--- src/rtl/mem_access_sequencer_pkg.sv ---
// mem_access_sequencer_pkg: LC-3b types, opcodes, sequencer states and opcode helpers.
package mem_access_sequencer_pkg;
    typedef logic [15:0] lc3b_word;
    typedef logic [3:0] lc3b_opcode;

    localparam lc3b_opcode OP_LDB = 4'b0010;
    localparam lc3b_opcode OP_STB = 4'b0011;
    localparam lc3b_opcode OP_LDR = 4'b0110;
    localparam lc3b_opcode OP_STR = 4'b0111;
    localparam lc3b_opcode OP_LDI = 4'b1010;
    localparam lc3b_opcode OP_STI = 4'b1011;

    localparam logic [1:0] BE_WORD = 2'b11;
    localparam logic [1:0] BE_LO = 2'b01;
    localparam logic [1:0] BE_HI = 2'b10;

    typedef enum logic [2:0] {IDLE, PTR_RD, DATA_RD, DATA_WR, DONE} mem_seq_state_t;

    function automatic logic is_load(lc3b_opcode op);
        return op == OP_LDR || op == OP_LDB || op == OP_LDI;
    endfunction

    function automatic logic is_memop(lc3b_opcode op);
        return is_load(op) || op == OP_STR || op == OP_STB || op == OP_STI;
    endfunction

    function automatic logic is_indirect(lc3b_opcode op);
        return op == OP_LDI || op == OP_STI;
    endfunction

    function automatic logic is_byte(lc3b_opcode op);
        return op == OP_LDB || op == OP_STB;
    endfunction
endpackage

--- src/rtl/mem_access_sequencer_byte_lane_align.sv ---
// byte_lane_align: byte-lane mask, store replication and load extraction/sign extension.
module byte_lane_align
    import mem_access_sequencer_pkg::*;
(
    input  logic       addr_lsb_i,
    input  logic       is_byte_i,
    input  lc3b_word   sdata_i,
    input  lc3b_word   rdata_i,
    output logic [1:0] be_o,
    output lc3b_word   wdata_o,
    output lc3b_word   ldata_o
);
    logic [7:0] lane;

    always_comb begin
        lane = addr_lsb_i ? rdata_i[15:8] : rdata_i[7:0];
        be_o = is_byte_i ? (addr_lsb_i ? BE_HI : BE_LO) : BE_WORD;
        wdata_o = is_byte_i ? {2{sdata_i[7:0]}} : sdata_i;
        ldata_o = is_byte_i ? {{8{lane[7]}}, lane} : rdata_i;
    end
endmodule

--- src/rtl/mem_access_sequencer.sv ---
// mem_access_sequencer: MEM-stage FSM sequencing LC-3b data-memory accesses, including
// the two-access indirect flow, byte steering and a per-access response watchdog.
module mem_access_sequencer
    import mem_access_sequencer_pkg::*;
#(
    parameter int MAX_WAIT = 255
) (
    input  logic        clk,
    input  logic        reset,
    input  logic        req_valid,
    input  logic [3:0]  opcode,
    input  logic [15:0] addr_in,
    input  logic [15:0] store_data,
    input  logic        dmem_resp,
    input  logic [15:0] dmem_rdata,
    output logic        dmem_read,
    output logic        dmem_write,
    output logic [1:0]  dmem_byte_enable,
    output logic [15:0] dmem_address,
    output logic [15:0] dmem_wdata,
    output logic        mem_stall,
    output logic [15:0] load_data,
    output logic        load_valid,
    output logic        timeout_err
);
    localparam logic [15:0] WAIT_LAST = 16'(MAX_WAIT - 1);

    mem_seq_state_t state_q, state_d;
    lc3b_word addr_q, addr_d, data_q, data_d, ptr_q, ptr_d, rdata_q, rdata_d, hold_q;
    lc3b_opcode op_q, op_d;
    logic [15:0] wait_q, wait_d;
    logic timeout_q, timeout_d;
    logic access, expire;
    logic [1:0] al_be;
    lc3b_word al_wdata, al_ldata, base;

    byte_lane_align u_align (
        .addr_lsb_i(addr_q[0]),
        .is_byte_i (is_byte(op_q)),
        .sdata_i   (data_q),
        .rdata_i   (rdata_q),
        .be_o      (al_be),
        .wdata_o   (al_wdata),
        .ldata_o   (al_ldata)
    );

    always_comb begin
        access = state_q == PTR_RD || state_q == DATA_RD || state_q == DATA_WR;
        expire = MAX_WAIT != 0 && wait_q == WAIT_LAST && !dmem_resp;
        state_d = state_q;
        addr_d = addr_q;
        data_d = data_q;
        op_d = op_q;
        ptr_d = ptr_q;
        rdata_d = rdata_q;
        timeout_d = timeout_q;
        case (state_q)
            IDLE: if (req_valid && is_memop(opcode)) begin
                state_d = is_indirect(opcode) ? PTR_RD : is_load(opcode) ? DATA_RD : DATA_WR;
                addr_d = addr_in;
                data_d = store_data;
                op_d = opcode;
            end
            PTR_RD: if (dmem_resp) begin
                ptr_d = dmem_rdata;
                state_d = op_q == OP_LDI ? DATA_RD : DATA_WR;
            end
            DATA_RD: if (dmem_resp) begin
                rdata_d = dmem_rdata;
                state_d = DONE;
            end
            DATA_WR: if (dmem_resp) state_d = DONE;
            default: state_d = IDLE;
        endcase
        // An abandoned access still retires through DONE so the pipeline is released.
        if (access && expire) begin
            state_d = DONE;
            rdata_d = '0;
            timeout_d = 1'b1;
        end
        wait_d = (access && state_d == state_q) ? wait_q + 16'd1 : '0;
        base = (state_q == PTR_RD || !is_indirect(op_q)) ? addr_q : ptr_q;
        dmem_read = state_q == PTR_RD || state_q == DATA_RD;
        dmem_write = state_q == DATA_WR;
        dmem_address = access ? (base & 16'hFFFE) : '0;
        dmem_byte_enable = dmem_write ? al_be : dmem_read ? BE_WORD : 2'b00;
        dmem_wdata = dmem_write ? al_wdata : '0;
        mem_stall = !reset && (access || (state_q == IDLE && req_valid && is_memop(opcode)));
        load_valid = state_q == DONE && is_load(op_q);
        load_data = load_valid ? al_ldata : hold_q;
        timeout_err = timeout_q;
    end

    always_ff @(posedge clk or posedge reset) begin
        if (reset) begin
            state_q <= IDLE;
            addr_q <= '0;
            data_q <= '0;
            op_q <= '0;
            ptr_q <= '0;
            rdata_q <= '0;
            hold_q <= '0;
            wait_q <= '0;
            timeout_q <= 1'b0;
        end else begin
            state_q <= state_d;
            addr_q <= addr_d;
            data_q <= data_d;
            op_q <= op_d;
            ptr_q <= ptr_d;
            rdata_q <= rdata_d;
            hold_q <= load_data;
            wait_q <= wait_d;
            timeout_q <= timeout_d;
        end
    end
endmodule
--- config.mk ---
export PLATFORM = sky130hd
export DESIGN_NAME = mem_access_sequencer
export DESIGN_NICKNAME = d
export VERILOG_FILES = /design/src/rtl/mem_access_sequencer_pkg.sv /design/src/rtl/mem_access_sequencer_byte_lane_align.sv /design/src/rtl/mem_access_sequencer.sv
export SDC_FILE = /design/constraint.sdc
export NUM_CORES = 1
export LEC_CHECK = 0
export BUFFER_PORTS_ARGS = -buffer_cell sky130_fd_sc_hd__buf_2
export CAP_MARGIN = 15
export CORE_ASPECT_RATIO = 2
export CORE_MARGIN = 4
export CORE_UTILIZATION = 40
export DETAILED_ROUTE_END_ITERATION = 10
export GPL_TIMING_DRIVEN = 0
export PLACE_DENSITY = 0.64
export SLEW_MARGIN = 15
export SYNTH_ARGS = -nofsm -noshare
export SYNTH_HDL_FRONTEND = slang
export SYNTH_SLANG_ARGS = --single-unit
--- constraint.sdc ---
create_clock -name clk -period 5 [get_ports clk]
set_input_delay 0.5 -clock clk [delete_from_list [all_inputs] [get_ports clk]]
set_output_delay 0.5 -clock clk [all_outputs]
set_load 0.01 [all_outputs]
Word-level counts from Yosys, hierarchy flattened
Index checks and enable logic that the tools add are counted.
- flip-flop bits (word level): 104
- bits in latches: 0
- RAM bits: 0
- ROM bits: 0
- output and inout port bits: 55
- memories kept: 0
- add/subtract/negate cells: 1
- $mul: 0
- div/mod/pow operators: 0
- magnitude comparators: 0
- eq/ne operators: 17
- shift operators: 0
- mux-type cells: 23
- bitwise gates (word level): 0
- reduce and logical (&&, ||, !) cells: 32
- operators with widths (operator ; number):
    2-to-1 mux 16 bit ; 10
    adder 16 x 1 -> 16 bit, second input constant ; 1
    equality test 16 x 8 -> 1 bit, second input constant ; 1
    equality test 4 x 2 -> 1 bit, second input constant ; 4
    equality test 4 bit, second input constant ; 4
    logical OR 1 bit ; 14
    equality test 4 x 3 -> 1 bit, second input constant ; 3
    2-to-1 mux 3 bit ; 4
    2-to-1 mux 2 bit ; 5
    one-hot mux 3 bit (3 select lines) ; 1
    logical AND 1 bit ; 8
    2-to-1 mux 8 bit ; 1
    equality test 3 x 2 -> 1 bit, second input constant ; 2
    AND reduction 2 bit ; 3
    nonzero test 2 bit ; 2
    equality test 3 x 1 -> 1 bit, second input constant ; 1
    equality test 3 bit ; 1
    equality test 3 bit, second input constant ; 1
    zero test 1 bit ; 3
    zero test 3 bit ; 1
    2-to-1 mux 1 bit ; 2
    OR reduction 2 bit ; 1

Logic depth before layout (Yosys ltp)
- depth in word-level cells: 13
- gate-level depth with buffers: 7
- depth with buffers taken out: 6

Hierarchy
From an unflattened synthesis, not the netlist that was laid out.
- cells, all modules: 428
- area total of the unflattened synthesis: 4903.5 um2
- modules (own cells, without submodules) (module ; times used ; cells an instance ; area each (um2)):
    mem_access_sequencer ; 1 ; 383 ; 4524.3
    byte_lane_align ; 1 ; 45 ; 379.1

Least setup slack after synthesis
Ideal clock, no wire load.
- path type: flip-flop to output port
- start: reg op_q[2]
- end: out load_data[0]
- arrival: 1.607 ns
- slack: 2.893 ns
- stages on the path, launching flop included: 6
- path buffers: 1
- cells stage by stage: dfrtp_1 nor3b_2 and2_1 buf_2 mux2i_1 o21ai_0
- word-level cells in the longest chain between the ends: 5
- ends and longest elaborated chain (what ; line ; RTL):
    start, declared ; mem_access_sequencer.sv:30 ; lc3b_opcode op_q, op_d;
    start signal, assigned ; mem_access_sequencer.sv:109 ; op_q <= op_d;
    equality test 4 x 3 -> 1 bit or equality test 4 x 2 -> 1 bit (tied branches) ; mem_access_sequencer_pkg.sv:20, mem_access_sequencer_pkg.sv:32 ;
    logical OR 1 bit (2 in a row) ; mem_access_sequencer_pkg.sv:20 ; return op == OP_LDR || op == OP_LDB || op == OP_LDI;
    logical AND 1 bit ; mem_access_sequencer.sv:89 ; load_valid = state_q == DONE && is_load(op_q);
    2-to-1 mux 16 bit * ; mem_access_sequencer.sv:90 ; load_data = load_valid ? al_ldata : hold_q;
    end, declared ; mem_access_sequencer.sv:22 ; output logic [15:0] load_data,
Every way passes the cells marked *; elsewhere a longest branch is shown, timed or not.

Final worst setup path
- start: reg op_q[2]
- end: out load_data[2]
Same word-level chain as after synthesis.

==> results.yml <==
outcome:
  run_status: "complete, no violations"
floorplanning:
  initial_utilization_pct: 41.2
  die_y_um: 164
  num_io_pins: 111
  die_w_um: 86.1
  dieArea_um2: 14100
  core_area_um2: 11800
  placement_rows: 56
critical_path:
  worstSetupStartpointType: "flop"
  path_max_fanout: 10
  crit_type: "reg -> out"
  critPathRequiredTime_ps: 4500
  worstSetupEndpointType: "output pin"
  data_arrival_time_of_the_critical_path_ps: 2440
timing:
  timing.final.crit_share_pct: 58.9
  fin_tns_setup_ps: 0
  rsz0062_at_grt: "no"
  timing.fmax_mhz: 340
  finalWorstSetupSlack_ps: 2060
  period_needed_ps: 2940
  timing.hold.ws_ps: 138
  final_max_slew_viol_count: 0
  max_slew.worst_pin.slew_ps: 806
  fin_skew_ps: 8.01
  final_setup_viols: 0
  hold_viol: 0
  slew_headroom_pct: 45.9
place:
  buffer_ports.inserted: 109
  place.detailed.hpwl_um: 9250
  globalplace.congestion: 0.821
  detailedPlace.worstSlack_ps: 2410
global_routing:
  vias_in_the_first_global_route: 3849
  globalRouteMet3Util_pct: 3.36
  grt_remaining_overflow: 0
  grt_start_max_net_pins: 70
  grt_first_pass_wirelength_um: 19500
  initial_antenna_violation_count: 1
  layer_with_the_highest_usage: "met2"
  grt_use_total_pct: 17.9
  grt.met2_usage_pct: 31.9
  met1_grt_util_pct: 20.5
synthesis:
  synthMostInstantiatedCell: "sky130_fd_sc_hd__dfrtp_1"
  seq_area_frac_synth_pct: 52.9
  post_synth_fa_ha_maj_area_fraction_pct: 0.513
  most_area_consuming_cells_after_synthesis: "sky130_fd_sc_hd__dfrtp_1 (53%), sky130_fd_sc_hd__mux2_4 (8.6%), sky130_fd_sc_hd__nand2_1 (5.6%)"
  avgSynthCellArea_um2: 11.0
  synth_top_area_share_pct: 52.9
  ys_types: 43
  syn_nets: 503
  synth_edf_count: 0
  synthXorXnorAreaFrac_pct: 2.69
  syn-instance-count: 445
  commonest_cells_in_the_netlist: "sky130_fd_sc_hd__dfrtp_1 (103), sky130_fd_sc_hd__nand2_1 (73), sky130_fd_sc_hd__nor2_1 (48)"
  yosys_register_bits: 103
  synthArstFlopShare_pct: 100
  yosys.area.top_type: "sky130_fd_sc_hd__dfrtp_1"
  synth.mux.area_fraction_pct: 18.6
  dominantRegCellSynth: "sky130_fd_sc_hd__dfrtp_1"
  syn-cell-area_um2: 4880
  synth-compound-area-share_pct: 5.88
  synth_simple_gate_area_share_pct: 16.0
  yosys_warnings: 0
  synth_top_family_by_area: "multiplexers"
cts:
  number_of_cts_inserted_buffers: 9
  post_cts_hold_buffer_count: 0
  clock_path_buffers: 2
  clockRootBuffer: "sky130_fd_sc_hd__clkbuf_16"
  cts_setup_buffers: 0
  tritoncts_clock_tree: "yes"
  cts_resized: 0
  cts.clk_slew.worst_paths_ps: 80
  clkSinkCount: 103
  clock_tree.htree_level_count: 3
  insertion_delay_ps: 350
power_and_ir_drop:
  ir_worst_vdd_uv: 262
  comb_power_share_pct: 39.3
  power.share.clock_pct: 21.2
  power_frac_seq_pct: 39.4
  total_power_mw: 3.46
  cellInternalPower_mw: 2.22
  p_per_area_nw_per_um2: 581
  power.static_leakage_nw: 2.92
  switchingPower_mw: 1.24
  power_switching_share_pct: 35.8
route:
  dr_iter_0_viols: 189
  drt_first_pass_iters: 6
  drt_wl_cell_um: 16.7
  postRouteWirelength_um: 12000
  vias: 3627
  drc_errors: 0
  post_drt_via_cell_ratio: 5.06
  drt.antenna.violating_nets: 0
cells_and_area:
  layout-area-overhead-vs-synth_pct: 22.1
  share_of_layout_cells_above_drive_strength_1_pct: 34.5
  nNetsFinal: 624
flow_run:
  drv_cap: 0
hold_path:
  type_of_the_most_critical_hold_path: "in -> async"
==> flip-flops by register name, summed over array words and instances (netlist names), 3 cells and up <==
name,count
addr_q,16
wait_q,16
op_q,4
ptr_q,15
hold_q,16
rdata_q,16
state_q,3
data_q,16
==> kinds of logic after synthesis <==
kind of cell	after synthesis
and+or+nand+nor	166
DFF	103
muxes	74
AOI/OAI and AO/OA	53
buffers and inverters	31
xor gates and xnor gates	15
adders and majority gates	2
other	1
==> per-layer routing <==
| layer | vias to the layer above | part of all wire [%] |
|---|---|---|
| met3 | 21 | 4.3 |
| met5 | - | 0 |
| met4 | 0 | 2.6 |
| met2 | 93 | 55 |
| li1 | 1757 | - |
| met1 | 1756 | 38 |
==> cells in the final DEF (no fill, tap or decap), types with 4 or more instances in the layout <==
master	instances
sky130_fd_sc_hd__xnor2_1	9
sky130_fd_sc_hd__inv_1	5
sky130_fd_sc_hd__buf_6	5
sky130_fd_sc_hd__mux2i_1	24
sky130_fd_sc_hd__o21ai_0	12
sky130_fd_sc_hd__clkbuf_1	14
sky130_fd_sc_hd__mux2_4	28
sky130_fd_sc_hd__dfrtp_1	103
sky130_fd_sc_hd__nor4_1	4
sky130_fd_sc_hd__a21oi_1	34
sky130_fd_sc_hd__nor2_1	48
sky130_fd_sc_hd__nand4_1	6
sky130_fd_sc_hd__nor3_1	4
sky130_fd_sc_hd__and3_1	8
sky130_fd_sc_hd__nand2_1	73
sky130_fd_sc_hd__buf_2	112
sky130_fd_sc_hd__xor2_1	6
sky130_fd_sc_hd__clkbuf_16	9
sky130_fd_sc_hd__mux2_2	22
sky130_fd_sc_hd__nand3_1	5
==> final cells by class <==
type | count | area [µm²]
antenna | 1 | 2.50
buffer | 24 | 139
clock buffer | 9 | 225
clock inverter | 7 | 92.6
fill | 1122 | 5890
inverter | 7 | 31.3
multi-input combinational | 311 | 2130
sequential | 103 | 2580
tap | 145 | 181
timing repair buffer | 110 | 573
==> metrics by stage <==
stage               utilization [%]  cells  cell area [µm²]
floorplan                         -    445             4880
global placement               47.3    699             5600
detailed placement             47.6    700             5640
CTS                            50.3    716             5950
global route                   50.3    717             5960
finish                         50.3    717             5960
==> critical path: stages (launching register included) <==
cell                      delay, ps
sky130_fd_sc_hd__dfrtp_1        430
sky130_fd_sc_hd__nor3b_2        590
sky130_fd_sc_hd__and2_1         210
sky130_fd_sc_hd__buf_2          260
sky130_fd_sc_hd__mux2i_1        110
sky130_fd_sc_hd__o21ai_0        300
sky130_fd_sc_hd__buf_2          200
==> path summary, 6_finish.rpt <==
check	endpoint	slack, ps	depth (start not counted)	from
hold reg to reg	timeout_err$_DFFE_PP0P_	480	1	timeout_err$_DFFE_PP0P_
min in group clk	data_q[2]$_DFFE_PP0P_	380	2	store_data[2]
setup reg to reg	rdata_q[5]$_DFFE_PP0P_	2940	5	wait_q[12]$_DFF_PP0_
setup / recovery	load_data[2]	2060	6	op_q[2]$_DFFE_PP0P_
max in group asynchronous	addr_q[12]$_DFFE_PP0P_	4210	3	reset
hold / removal	data_q[0]$_DFFE_PP0P_	140	2	reset
==> power by group through the flow <==
stage | registers, mW | logic, mW | clock network, mW
final | 1.36 | 1.36 | 0.735
after detailed placement | 1.38 | 1.38 | 0
after CTS | 1.37 | 1.39 | 0.756
after floorplan | 1.31 | 0.987 | 0
after global routing | 1.41 | 1.51 | 0.786
after global placement | 1.37 | 1.35 | 0
No activity file was read; power rests on OpenSTA's default activity.
